[src/rtl/roe_pkg.sv]
// Shared types and opcode constants for the run controller and its watchdog.
// The opcode is the top four bits of the 9-bit instruction word.
package roe_pkg;

  typedef enum logic [2:0] {
    IDLE  = 3'd0,
    FETCH = 3'd1,
    EXEC  = 3'd2,
    MEM   = 3'd3,
    DONE  = 3'd4
  } state_t;

  localparam int OP_MSB = 8;
  localparam int OP_LSB = 5;

  localparam logic [3:0] OP_LW   = 4'b1000;
  localparam logic [3:0] OP_SW   = 4'b1001;
  localparam logic [3:0] OP_HALT = 4'b1111;

  function automatic logic is_mem_op(input logic [3:0] op);
    return (op == OP_LW) || (op == OP_SW);
  endfunction

endpackage

[src/rtl/run_wdog.sv]
// Run-cycle watchdog: counts cycles while the controller is running and flags
// the cycle that brings the count to MAX_CYC.
module run_wdog #(
  parameter int MAX_CYC = 255
) (
  input  logic clk,
  input  logic reset,
  input  logic clr,
  input  logic run,
  output logic expire
);

  localparam int CNT_W = $clog2(MAX_CYC + 1);

  logic [CNT_W-1:0] cnt;

  // expire marks the MAX_CYC-th run cycle itself, so the run stops right there
  assign expire = run && (cnt == CNT_W'(MAX_CYC - 1));

  always_ff @(posedge clk or negedge reset) begin
    if (!reset) begin
      cnt <= '0;
    end else if (clr) begin
      cnt <= '0;
    end else if (run && !expire) begin
      cnt <= cnt + CNT_W'(1);
    end
  end

endmodule

[src/rtl/run_ctrl.sv]
// Sequencer that fetches, executes and retires instructions from start_addr
// until a HALT or a watchdog expiry, then pulses ack.
module run_ctrl
  import roe_pkg::*;
#(
  parameter int PC_W    = 8,
  parameter int MAX_CYC = 255
) (
  input  logic            clk,
  input  logic            reset,
  input  logic            req,
  input  logic [PC_W-1:0] start_addr,
  input  logic [8:0]      instr,
  input  logic            br_taken,
  input  logic [PC_W-1:0] br_target,
  input  logic            mem_rdy,
  output logic [PC_W-1:0] pc,
  output logic [8:0]      ir,
  output logic            exec_en,
  output logic            mem_req,
  output logic            mem_we,
  output logic            busy,
  output logic            ack,
  output logic            timeout,
  output logic [15:0]     instr_cnt
);

  state_t     state, state_nx;
  logic [3:0] op;
  logic       accept;
  logic       retire;
  logic       take_br;
  logic       wd_stop;
  logic       running;
  logic       expire;

  assign op      = ir[OP_MSB:OP_LSB];
  assign running = (state == FETCH) || (state == EXEC) || (state == MEM);
  assign busy    = (state != IDLE);
  assign ack     = (state == DONE);

  run_wdog #(
    .MAX_CYC (MAX_CYC)
  ) u_wdog (
    .clk    (clk),
    .reset  (reset),
    .clr    (accept),
    .run    (running),
    .expire (expire)
  );

  always_ff @(posedge clk or negedge reset) begin
    if (!reset) begin
      state <= IDLE;
    end else begin
      state <= state_nx;
    end
  end

  // HALT is checked ahead of the watchdog so a halt on the final cycle ends cleanly
  always_comb begin
    state_nx = state;
    accept   = 1'b0;
    retire   = 1'b0;
    take_br  = 1'b0;
    wd_stop  = 1'b0;
    exec_en  = 1'b0;
    mem_req  = 1'b0;
    mem_we   = 1'b0;
    case (state)
      IDLE: begin
        if (req) begin
          accept   = 1'b1;
          state_nx = FETCH;
        end
      end
      FETCH: begin
        if (expire) begin
          wd_stop  = 1'b1;
          state_nx = DONE;
        end else begin
          state_nx = EXEC;
        end
      end
      EXEC: begin
        if (op == OP_HALT) begin
          state_nx = DONE;
        end else if (expire) begin
          wd_stop  = 1'b1;
          state_nx = DONE;
        end else if (is_mem_op(op)) begin
          state_nx = MEM;
        end else begin
          exec_en  = 1'b1;
          retire   = 1'b1;
          take_br  = br_taken;
          state_nx = FETCH;
        end
      end
      MEM: begin
        mem_req = 1'b1;
        mem_we  = (op == OP_SW);
        if (expire) begin
          wd_stop  = 1'b1;
          state_nx = DONE;
        end else if (mem_rdy) begin
          exec_en  = (op == OP_LW);
          retire   = 1'b1;
          state_nx = FETCH;
        end
      end
      DONE: begin
        state_nx = IDLE;
      end
      default: begin
        state_nx = IDLE;
      end
    endcase
  end

  always_ff @(posedge clk or negedge reset) begin
    if (!reset) begin
      pc        <= '0;
      ir        <= '0;
      instr_cnt <= '0;
      timeout   <= 1'b0;
    end else begin
      if (accept) begin
        pc        <= start_addr;
        instr_cnt <= '0;
        timeout   <= 1'b0;
      end
      if (state == FETCH) begin
        ir <= instr;
      end
      if (retire) begin
        pc <= take_br ? br_target : pc + PC_W'(1);
        if (instr_cnt != 16'hFFFF) begin
          instr_cnt <= instr_cnt + 16'd1;
        end
      end
      if (wd_stop) begin
        timeout <= 1'b1;
      end
    end
  end

endmodule

[config.mk]
export PLATFORM = sky130hd
export DESIGN_NAME = run_ctrl
export DESIGN_NICKNAME = d
export VERILOG_FILES = /design/src/rtl/roe_pkg.sv /design/src/rtl/run_wdog.sv /design/src/rtl/run_ctrl.sv
export SDC_FILE = /design/constraint.sdc
export NUM_CORES = 1
export LEC_CHECK = 0
export ABC_AREA = 1
export CAP_MARGIN = 30
export CORE_MARGIN = 4
export CORE_UTILIZATION = 32
export DETAILED_ROUTE_END_ITERATION = 12
export GPL_ROUTABILITY_DRIVEN = 0
export PLACE_DENSITY = 0.51
export REMOVE_ABC_BUFFERS = 1
export SLEW_MARGIN = 20
export SYNTH_ARGS = -nofsm -noshare
export SYNTH_HDL_FRONTEND = slang
export SYNTH_HIERARCHICAL = 1
export SYNTH_SLANG_ARGS = --single-unit
[constraint.sdc]
create_clock -name clk -period 4.5 [get_ports clk]
set_input_delay 0.45 -clock clk [delete_from_list [all_inputs] [get_ports clk]]
set_output_delay 0.45 -clock clk [all_outputs]
set_load 0.02 [all_outputs]
==> impl_metrics.toml <==
[floorplanning]
dieWidth_um = 104
ioPinCount = 69
dieArea_um2 = 10700
core-area_um2 = 8810
fp.dieH_um = 104
core.rowCount = 34
initial_core_util = 0.332

[critical_path]
crit_buf_inv = 4
cp_cell_sequence = "nor3_2 > buf_4 > inv_1 > nand2_1 > inv_1 > nor2_1 > nor2_1 > nand3_1 > o31ai_1 > clkdlybuf4s50_1"
criticalPathCategory = "reg2out"
required_ns = 4.05
crit_path_start_kind = "register"
cp_slowest_cell = "clkdlybuf4s50_1"
crit_family = "simple AND/OR/NAND/NOR gates"
cpPeakStageDelay_ns = 0.56
end_kind = "output port"
worstPathMaxFanout = 12
cp.arrival_ns = 2.78

[place]
numPortBuffers = 68
post-place-cells = 578
post_dp_cell_area_um2 = 3680
place_hpwl_um = 5640
dp_slack_ns = 1.33

[yosys]
avgSynthCellArea_um2 = 7.16
synthCells = 408
syn_area_um2 = 2920
seq_area_frac_synth = 0.386
ys_types = 33
ys_seq_elements = 45
synth_warnings = 6

[finish]
final_cell_count_no_fill = 586
diodes = 0
drive_above_1_share = 0.0837
nets = 511
final_area_um2 = 3780
syn2layout_area_growth_pct = 29.3
utilization = 0.429

[global_routing]
grt_pass1_wl_um = 13400
grt_max_degree = 46
antenna_found_initial = 0
grt-ovfl-total = 0
first_global_vias = 2805
grtUsageTotal = 0.147

[timing]
fin_crit_ns = 3.23
finalHoldViolations = 0
relSlewSlack = 0.424
period_share = 0.718
skew_ns = 0.00417
setup_slack_ns = 1.27
setup_viol_count_final = 0
maxSlewViolCount = 0
hold_ws_ns = 0.229
worstMarginPinSlew_ns = 0.863
tns_ns = 0
fmax_ghz = 0.309
rsz0062_at_grt = "no"

[clocking]
worstSkewPairLatency_ns = 0.30
clk_pin_slew_worst_paths_ns = 0.10
cts_root_buf = "clkbuf_8"
hold_buffers = 0
cts_tree = "yes"
numCtsBuffers = 5
postCtsSetupRepairBufs = 0
htreeDepth = 2
clock_sinks = 45
cts.path.max_buffers = 2
ctsResizeCount = 0

[pwr]
fin_total_pwr_mw = 2.42
p_leak_nw = 1.80
ir_drop_v = 0.000244
power_density_nw_per_um2 = 639

[min_path]
hp-class = "in2async"

[route]
drt_iter0_markers = 101
vias = 2796
totalWireLength_um = 7720
dr.pass1.iters = 4
wl_per_cell_um = 13.2
drc = 0
avgViaCountPerCell = 4.77
ant_nets = 0

[job]
drv_cap = 0

[status]
status = "completed"
-- final cells by class --
| cell class | instances | area (µm²) |
|---|---|---|
| Clock buffer | 5 | 68.8 |
| Clock inverter | 3 | 25.0 |
| Fill cell | 926 | 5030 |
| Inverter | 46 | 178 |
| Multi-Input combinational cell | 308 | 1550 |
| Sequential cell | 45 | 1130 |
| Tap cell | 108 | 135 |
| Timing Repair Buffer | 71 | 698 |
-- per-layer routing --
layer  routed length [µm]  up-vias  global-route usage
li1                     -     1443                   -
met1                 3870     1306               0.196
met2                 3560       43               0.250
met3                  259        4              0.0317
met4                   34        0              0.0266
met5                    0        -                   0
-- registers in the layout, indices dropped and copies added (netlist names) --
signal and flops:
pc 8, state 3, instr_cnt 16, timeout 1, ir 9, u_wdog/cnt 8
-- synth_stat cells --
master	count	area (µm²)
nor2_1	42	158
nand2_1	128	480
nor2_2	3	18.8
a21oi_1	8	40.0
mux2_2	7	78.8
dfrtp_1	45	1130
a22oi_1	1	7.51
nand3_1	53	265
clkinv_4	1	8.76
nand4_1	9	56.3
nor2_4	3	33.8
nor3_2	1	10.0
nor3_4	1	16.3
or2_2	1	6.26
xnor2_1	3	26.3
buf_2	2	10.0
buf_4	1	7.51
o21ai_0	13	65.1
o31ai_1	2	15.0
o21ai_2	1	8.76
o21ai_1	1	5.00
nand2_2	6	37.5
nor3b_1	2	15.0
clkbuf_1	2	7.51
nor3_1	5	25.0
inv_2	1	3.75
xor2_1	9	78.8
nand2_4	3	33.8
inv_1	44	165
o221ai_1	1	8.76
buf_6	4	45.0
o22ai_1	1	6.26
ha_1	4	50.1
-- report_power, final --
| part | switching (mW) | internal [mW] | total, mW |
|---|---|---|---|
| combinational | 0.798 | 0.577 | 1.38 |
| sequential | 0.202 | 0.568 | 0.770 |
| clock | 0.157 | 0.114 | 0.270 |
-- worst register-to-register path, cell delays in order, from the launching register on --
cell and delay (ns):
dfrtp_1 0.45, nor3_2 0.19, buf_4 0.21, inv_1 0.09
nand2_1 0.18, inv_1 0.09, nor2_1 0.34, nor2_1 0.17
nand3_1 0.12, nand2_1 0.06, buf_4 0.23, inv_1 0.47
nand2_1 0.25, nor2_1 0.15, a21oi_1 0.05
-- logic make-up after synthesis --
kind of cell	synth area share
buf+inv	0.0848
simple gates	0.396
flops	0.386
xor+xnor	0.0360
compound gates	0.0536
fa+ha+maj	0.0171
mux	0.0270
-- path summary, 6_finish.rpt --
kind | startpoint | to | slack, ns | depth (start not counted)
min | reset | ir[1] | 0.23 | 2
max reg2reg | state[2] | pc[6] | 1.32 | 14
max in group asynchronous | reset | pc[1] | 3.88 | 2
min in group clk | ir[3] | ir[3] | 0.51 | 1
max | state[2] | exec_en | 1.27 | 10
min reg2reg | ir[3] | ir[3] | 0.51 | 1
-- layout by cell type, fill, tap and decap left out, types with 3 or more instances in the layout --
master / count
xnor2_1: 3
a21oi_1: 8
nor2_4: 3
buf_4: 3
nand2_1: 128
nor2_1: 42
o21ai_0: 13
xor2_1: 9
nand2_2: 6
clkdlybuf4s50_1: 67
dfrtp_1: 45
inv_1: 44
nor3_1: 5
clkbuf_8: 5
nor2_2: 3
mux2_2: 7
ha_1: 4
nand4_1: 9
nand2_4: 3
nand3_1: 53
(Power assumes the default switching activity.)
